$ cat src/rtl/pipe_skid_reg.sv
// pipe_skid_reg -- valid/ready pipeline stage.
//   SKID=1: two-entry skid stage, in_ready is a registered signal (no
//           combinational path from out_ready to in_ready).
//   SKID=0: single-entry stage, in_ready = empty | out_ready.
// Ports:
//   clk        rising-edge clock
//   rst        synchronous active-high reset
//   flush      synchronous kill of all held entries
//   in_valid / in_ready / in_data     upstream handshake and payload
//   out_valid / out_ready / out_data  downstream handshake and payload
//   occupancy  number of held entries (0..2)
module pipe_skid_reg #(
  parameter int unsigned     WIDTH   = 64,
  parameter logic [WIDTH-1:0] RST_VAL = '0,
  parameter bit              SKID    = 1'b1
) (
  input  logic             clk,
  input  logic             rst,
  input  logic             flush,
  input  logic             in_valid,
  output logic             in_ready,
  input  logic [WIDTH-1:0] in_data,
  output logic             out_valid,
  input  logic             out_ready,
  output logic [WIDTH-1:0] out_data,
  output logic [1:0]       occupancy
);

  typedef enum logic [1:0] {
    EMPTY = 2'd0,
    BUSY  = 2'd1,
    FULL  = 2'd2
  } state_t;

  state_t           state_q, state_d;
  logic [WIDTH-1:0] main_q, main_d;
  logic [WIDTH-1:0] skid_q, skid_d;
  logic             rdy_q;
  logic             in_fire, out_fire;

  // SKID=1 uses the registered ready; SKID=0 lets a draining output make room
  // in the same cycle.
  assign in_ready  = SKID ? rdy_q : ((state_q == EMPTY) | out_ready);
  assign in_fire   = in_valid & in_ready & ~flush;
  assign out_valid = (state_q != EMPTY);
  assign out_fire  = out_valid & out_ready;
  assign out_data  = main_q;
  assign occupancy = state_q;

  always_comb begin
    state_d = state_q;
    main_d  = main_q;
    skid_d  = skid_q;
    if (flush) begin
      // An out_fire in this cycle is still a delivery; only held data dies.
      state_d = EMPTY;
      main_d  = RST_VAL;
      skid_d  = RST_VAL;
    end else begin
      unique case (state_q)
        EMPTY: begin
          if (in_fire) begin
            main_d  = in_data;
            state_d = BUSY;
          end
        end
        BUSY: begin
          if (in_fire && out_fire) begin
            main_d = in_data;
          end else if (out_fire) begin
            main_d  = RST_VAL;
            state_d = EMPTY;
          end else if (in_fire && SKID) begin
            skid_d  = in_data;
            state_d = FULL;
          end
        end
        FULL: begin
          // in_ready is low here, so only the drain side can move.
          if (out_fire) begin
            main_d  = skid_q;
            skid_d  = RST_VAL;
            state_d = BUSY;
          end
        end
        default: begin
          state_d = EMPTY;
          main_d  = RST_VAL;
          skid_d  = RST_VAL;
        end
      endcase
    end
  end

  always_ff @(posedge clk) begin
    if (rst) begin
      state_q <= EMPTY;
      main_q  <= RST_VAL;
      skid_q  <= RST_VAL;
      rdy_q   <= 1'b1;
    end else begin
      state_q <= state_d;
      main_q  <= main_d;
      skid_q  <= skid_d;
      rdy_q   <= (state_d != FULL);
    end
  end

endmodule
$ cat config.mk
export PLATFORM = sky130hd
export DESIGN_NAME = pipe_skid_reg
export DESIGN_NICKNAME = d
export VERILOG_FILES = /design/src/rtl/pipe_skid_reg.sv
export SDC_FILE = /design/constraint.sdc
export NUM_CORES = 1
export LEC_CHECK = 0
export CAP_MARGIN = 25
export CORE_ASPECT_RATIO = 0.5
export CORE_UTILIZATION = 32
export CTS_CLUSTER_SIZE = 10
export DETAILED_ROUTE_END_ITERATION = 7
export PLACE_DENSITY = 0.57
export SLEW_MARGIN = 20
export SYNTH_ARGS = -nofsm -noshare
export SYNTH_HDL_FRONTEND = slang
export SYNTH_SLANG_ARGS = --single-unit
$ cat constraint.sdc
create_clock -name clk -period 1.8 [get_ports clk]
set_input_delay 0.36 -clock clk [delete_from_list [all_inputs] [get_ports clk]]
set_output_delay 0.36 -clock clk [all_outputs]
set_load 0.03 [all_outputs]
---- Yosys cells after proc, flatten, opt, wreduce, memory -nomap -nowiden ----
Cells that the tools add are included.
storage, ports and cells
  register bits after elaboration ......... 131
  input port bits ......................... 69
  output and inout bits ................... 68
  word-level logic and storage cells ...... 39
cells by class
  eq/ne operators ......................... 9
  multiplexer cells ....................... 15
  bitwise operators ....................... 5
  reductions and logical operators ........ 6
operator list
  operator                                              number
  two-way mux 64 bit                                    6
  case mux 64 bit (3 select lines)                      2
  two-way mux 2 bit                                     6
  != test 2 bit (second input constant)                 6
  case mux 2 bit (3 select lines)                       1
  AND reduction 5 bit                                   1
  bitwise AND 1 bit                                     3
  != test 3 bit (second input constant)                 1
  AND reduction 3 bit                                   1
  equality test 2 x 1 -> 1 bit (second input constant)  1
  equality test 2 bit (second input constant)           1
  logical NOT 2 bit                                     1
  NOT 1 bit                                             2
  nonzero test 2 bit                                    1
  OR reduction 2 bit                                    1
  logical AND 1 bit                                     1

---- Depth between registers and ports, before layout ----
Gate-level depths: netlist of the first run.
  depth after elaboration ................. 8
  depth in mapped cells ................... 7
  gate-level depth less buffers ........... 5

---- Least setup slack after synthesis of the first run ----
OpenSTA, ideal clock, no wires.
  path type ............................... reg2reg
  from .................................... reg state_q[1] (netlist: occupancy[1])
  to ...................................... reg main_q[11] (netlist: out_data[11])
  arrival ................................. 1,541 ps
  path slack .............................. 185 ps
  stages on the path, launching flop included .. 7
  period minus slack after synthesis ...... 1,615 ps
  cell sequence ........................... dfxtp_1 > buf_6 > nand2_1 > nor2_2 > clkbuf_1 > a22oi_1 > a31oi_1
between the ends
  cells in the longest elaborated chain, start to end .. 5
ends and longest elaborated chain
  what                                                                                      RTL line  RTL
  from (decl)                                                                               35        state_t state_q, state_d;
  from (signal assigned)                                                                    102       state_q <= state_d;
  nonzero test 2 bit                                                                        45        assign out_valid = (state_q != EMPTY);
  bitwise AND 1 bit                                                                         46        assign out_fire = out_valid & out_ready;
  logical AND 1 bit                                                                         68        if (in_fire && out_fire) begin
  != test 3 bit (no line) / two-way mux 64 bit (equally long branches)                      --
  AND reduction 3 bit (no line) / case mux 64 bit (3 select lines) (equally long branches)  --
  to (signal assigned)                                                                      103       main_q <= main_d;
  to (decl)                                                                                 36        logic [WIDTH-1:0] main_q, main_d;
Parallel ways exist; a longest one is shown, timed or not.
A chain may end at the register's enable or synchronous reset.

---- Worst setup path in the final report of the first run ----
  from .................................... reg main_q[10] (netlist: out_data[10])
  to ...................................... out out_data[10]
RTL lines
  what       RTL line  RTL
  to (decl)  25        output logic [WIDTH-1:0] out_data,
No word-level cell between the ends.

==> impl_metrics.toml, run 1 <==
[worst_hold_path]
hold_path_class = "reg -> reg"
hold_path_depth = 2
hold_end = "out_data[25]"
min_from = "out_data[25]"

[worst_setup_path]
critPathKind = "reg -> out"
cp_max_fo = 2
reg2reg_from = "occupancy[0]"
max_stage_delay_ns = 0.67
r2r_setup_slack_ns = 0.21
worstPathArrival_ns = 1.40
regToRegEndpoint = "out_data[21]"
critPathBufInv = 1
critical_path.top_delay_family = "buffers and inverters"
reg2reg_depth = 5
required_ns = 1.44
endpoint_kind = "primary output"
critPathLaunch = "out_data[10]"
slowest_stage = "clkdlybuf4s50_1"
worstPathCellList = "clkdlybuf4s50_1"
start_kind = "flip-flop"

[clock_network]
cts_tree = "built"
clock_path_buffers = 2
clkLatencyLatePin_ns = 0.41
clkSinkCount = 131
htreeDepth = 4
postCtsSetupBuffers = 0
cts_made_buffers = 17
path_clk_slew_ns = 0.06
cts_root_buffer = "clkbuf_16"
postCtsHoldBufs = 0

[synth]
synth-seq-area-share_pct = 50.3
syn_area_sq_um = 5220
netlist-cell-type-count = 28
syn_nets = 663
synth-edff-count = 0
synth-warning-count = 0
async_flop_share_pct = 0
ys_seq_elements = 131
synthFlopType = "dfxtp_1"
netlist_instances = 594
syn_avg_cell_area_sq_um = 8.78

[power]
p_sw_uw = 1720
p_leak_uw = 0.00315
p_clk_share_pct = 48.8
power_switching_share_pct = 23.4
p_comb_share_pct = 10.5
pwr-share-seq_pct = 40.7
peakVddDrop_mv = 0.602
power_density_nw_per_um2 = 960
p_int_uw = 5610

[finish]
num-nets-final = 789
finalNonFillerCells = 954
syn_to_final_growth_pct = 46.3
antenna_cells = 0
final_cell_mix = "nand2_1, dfxtp_1, a22oi_1"
drive_gt1_share_pct = 9.28

[drt]
wl_per_cell_um = 15.6
drt_pass1_iterations = 5
viasPerCell = 5.13
postRouteWirelength_um = 14900
drtIter0Drc = 303
num_vias = 4895
final_antenna_net_count = 0
route.detailed.drc = 0

[placed_design]
place_inst = 922
dp_hpwl_um = 9320
gp_congestion = 0.730
port_buffers = 136
dp_slack_ns = -0.245

[die]
core_sq_um = 15700
dieWidth_um = 183
dieHeight_um = 92.3
ios = 137
die_area_sq_um = 16800
rows = 32
start_util_pct = 33.3

[global_routing]
top_usage_layer = "met2"
grt-ovfl-total = 0
grt_use_met1_pct = 23.9
antenna_found_initial = 0
grt_max_degree = 63
grt_pass1_wl_um = 24600
grt_usage_pct = 18.2
gr-usage-met2_pct = 30.2
use_met3_pct = 3.77
grt_pass1_vias = 4698

[timing]
fmax_mhz = 568
max-slew-margin-rel_pct = 76.0
tightest_slew_ns = 0.361
hold_viol_final = 0
finClkSkew_ns = 0.00820
fin_ws_ns = 0.0389
finalMaxSlewViolations = 0
rsz0062_at_grt = "no"
setup_viol = 0
period_share_pct = 97.8
final.min_clock_period_ns = 1.76

[run_status]
status = "completed"

[job]
maxCapViolCount = 0
[stage by stage]
step	total power, uW	hold WS [ns]	TNS [ns]	cell area, sq um	util (%)
final	7320	0.475	0	7630	48.7
after global routing	7590	0.496	0	7630	48.7
after CTS	7410	0.481	0	7540	48.2
after detailed placement	3830	0.468	-25.46	6970	44.5
after global placement	3830	0.466	-21.16	6970	44.5
after floorplan	3410	0.466	0	5220	-
[how the worst max path moves through the flow]
stage / endpoint / slack (ns) / cells past startpoint
after floorplan: out_data[11] / 0.18 / 6
after global placement: out_data[26] / -0.19 / 7
after detailed placement: out_data[32] / -0.24 / 7
after CTS: out_data[34] / 0.0002 / 1
after global routing: out_data[10] / 0.0008 / 1
final: out_data[10] / 0.04 / 1
[synthesized netlist by cell type (2+ instances only)]
cell,n,share of area (%)
a22oi_1,128,18
nand2_1,130,9.4
buf_4,6,0.86
buf_2,18,1.7
clkbuf_1,23,1.7
nor2_1,65,4.7
buf_6,8,1.7
and3b_1,2,0.34
nor3_4,2,0.62
a31oi_1,64,7.7
dfxtp_1,131,50
[state kept, by name (all words and copies together) (netlist names)]
name,cells
skid_q,64
out_data,64
occupancy,2
in_ready,1
[layout make-up]
| cell class | instances | area [sq um] |
|---|---|---|
| Clock buffer | 21 | 440 |
| Clock inverter | 11 | 160 |
| Fill cell | 1514 | 8020 |
| Inverter | 1 | 3.75 |
| Multi-Input combinational cell | 407 | 2290 |
| Sequential cell | 131 | 2620 |
| Tap cell | 221 | 277 |
| Timing Repair Buffer | 162 | 1830 |
[routing by layer]
layer  vias to the layer above  share of wire [%]
met1                      2359                 46
li1                       2403                  -
met3                         8                4.5
met5                         -                  0
met4                         0               0.57
met2                       125                 48
[power by group through the flow]
| stage | clock [uW] | combinational, uW | sequential, uW |
|---|---|---|---|
| detailed placement | 0 | 788 | 3040 |
| floorplan | 0 | 283 | 3130 |
| finish | 3570 | 770 | 2980 |
| global route | 3780 | 828 | 2980 |
| global placement | 0 | 784 | 3040 |
| CTS | 3650 | 781 | 2980 |
[timing repair]
| action | 4_1_cts | 5_1_grt |
|---|---|---|
| gates resized for setup | 21 | 35 |
| endpoints found under the setup margin | 21 | 36 |
| pin swaps | 0 | 0 |
| endpoints found under the hold margin | 0 | 0 |
[logic make-up (layout without fill, tap and decap cells)]
group	count (synthesis)	after routing	share of synthesized area, %
AOI/OAI and AO/OA	197	197	27.0
adders and majority gates	1	1	0.216
buffers and inverters	56	195	6.05
DFF	131	131	50.3
muxes	1	1	0.192
and+or+nand+nor	208	208	16.3
Power figures use the tool's default switching activity.
==> inputs of run 2 (changes only) <==
Settings changed: CORE_ASPECT_RATIO 0.5 to 2.
==> run 2 against run 1 <==
Effect of this change:
- hold slack got worse by 0.00057 ns
- non-clock buffer count is 2 lower
- sequential power hardly changed
- first-iteration DRC count is 0.33% higher
- flip-flop and latch count is the same
- largest cell class unchanged
- largest power group unchanged
==> impl_metrics.toml, run 2 (synthesized netlist as in run 1, its figures left out) <==
[run_status]
status = "completed"

[finish]
num-nets-final = 787
antenna_cells = 0
final_cell_mix = "dfxtp_1, nand2_1, a22oi_1"
drive_gt1_share_pct = 9.30
layout_commonest_cell = "dfxtp_1"
syn_to_final_growth_pct = 44.7
finalNonFillerCells = 932

[power]
peakVddDrop_mv = 0.669
power_density_nw_per_um2 = 954
p_leak_uw = 0.00316

[worst_setup_path]
reg2reg_depth = 5
cp_max_fo = 2
critical_path.top_delay_family = "buffers and inverters"
start_kind = "flip-flop"
slowest_stage = "clkdlybuf4s50_1"
max_stage_delay_ns = 0.66
critPathKind = "reg -> out"
endpoint_kind = "primary output"
worstPathCellList = "clkdlybuf4s50_1"
required_ns = 1.44
r2r_setup_slack_ns = 0.25
reg2reg_from = "occupancy[1]"
worstPathArrival_ns = 1.38
regToRegEndpoint = "out_data[10]"
critPathBufInv = 1

[timing]
finalMaxSlewViolations = 0
hold_viol_final = 0
rsz0062_at_grt = "no"
finClkSkew_ns = 0.00838
fmax_mhz = 575
fin_tns_setup_ns = 0
setup_viol = 0
final.min_clock_period_ns = 1.74
holdWs_ns = 0.474
period_share_pct = 96.7
max-slew-margin-rel_pct = 73.2
tightest_slew_ns = 0.402

[global_routing]
grt_usage_pct = 18.4
grt-ovfl-total = 0
grt_max_degree = 51
grt_pass1_vias = 4811
antenna_found_initial = 0
grt_pass1_wl_um = 24400

[worst_hold_path]
hold_path_depth = 2
min_from = "out_data[31]"
hold_path_class = "reg -> reg"
hold_end = "out_data[31]"

[drt]
viasPerCell = 5.37
num_vias = 5001
drtIter0Drc = 304
route.detailed.drc = 0
postRouteWirelength_um = 15500
final_antenna_net_count = 0
wl_per_cell_um = 16.7
drt_pass1_iterations = 5

[clock_network]
htreeDepth = 4
clkLatencyLatePin_ns = 0.40
postCtsSetupBuffers = 0
cts_made_buffers = 17
clock_path_buffers = 2
cts_tree = "built"
clkSinkCount = 131
path_clk_slew_ns = 0.06
cts_root_buffer = "clkbuf_16"

[placed_design]
port_buffers = 136
dp_hpwl_um = 10500
place_inst = 900
gp_congestion = 0.797

[die]
die_area_sq_um = 16800
ios = 137
rows = 65
dieWidth_um = 92.3
core_sq_um = 15900
start_util_pct = 32.9
dieHeight_um = 183

[job]
maxCapViolCount = 0
==> run 2: cell types whose count changed in the layout (fill, tap and decap cells not counted), sizes merged <==
cell / delta
clkinv: -2
bufinv: -2
clkdlybuf4s50: -9
buf: -2
clkbuf: -2
clkinvlp: +1
inv: +5
dlygate4sd2: +9
==> run 2: layout make-up <==
class                      instances  area (sq um)
timing repair buffer             160          1780
tap                              201           251
clock inverter                    13           149
fill                            1539          8310
sequential                       131          2620
inverter                           1          3.75
clock buffer                      19           443
multi-input combinational        407          2290
==> run 2: power breakdown <==
group          switching, uW  internal, uW  total [uW]
logic                    424           335         759
clock network           1360          2100        3460
registers               30.6          2950        2980
==> run 2: metrics by stage <==
step	total power [uW]	instance area [sq um]	setup WS, ns	util (%)
detailed placement	3830	6910	-0.264	43.5
global route	7470	7540	0.00156	47.6
floorplan	3410	5220	0.185	-
CTS	7280	7460	0.00177	47.0
finish	7200	7540	0.0602	47.6
global placement	3820	6910	-0.209	43.5
==> run 2: worst max-delay path by stage <==
stage               slack (ns)           end  cells after the start         start
floorplan                 0.18  out_data[11]                      6  occupancy[1]
global placement         -0.21    skid_q[60]                      7     out_ready
detailed placement       -0.26  out_data[10]                      6     out_ready
CTS                      0.002  out_data[27]                      1  out_data[27]
global route             0.002  out_data[35]                      1  out_data[35]
finish                    0.06  out_data[35]                      1  out_data[35]
==> run 2: repair_timing <==
item,CTS,global route
setup endpoints to repair,30,34
gates resized for setup,30,34
hold buffers,0,0
gates cloned,0,0
==> run 2: metal layers <==
metal	GRT usage [%]	vias up	part of all wire, %
met5	0	-	0
met2	34.7	181	55
li1	-	2401	-
met1	19.4	2400	38
met4	7.56	0	2.4
met3	3.92	19	5.0
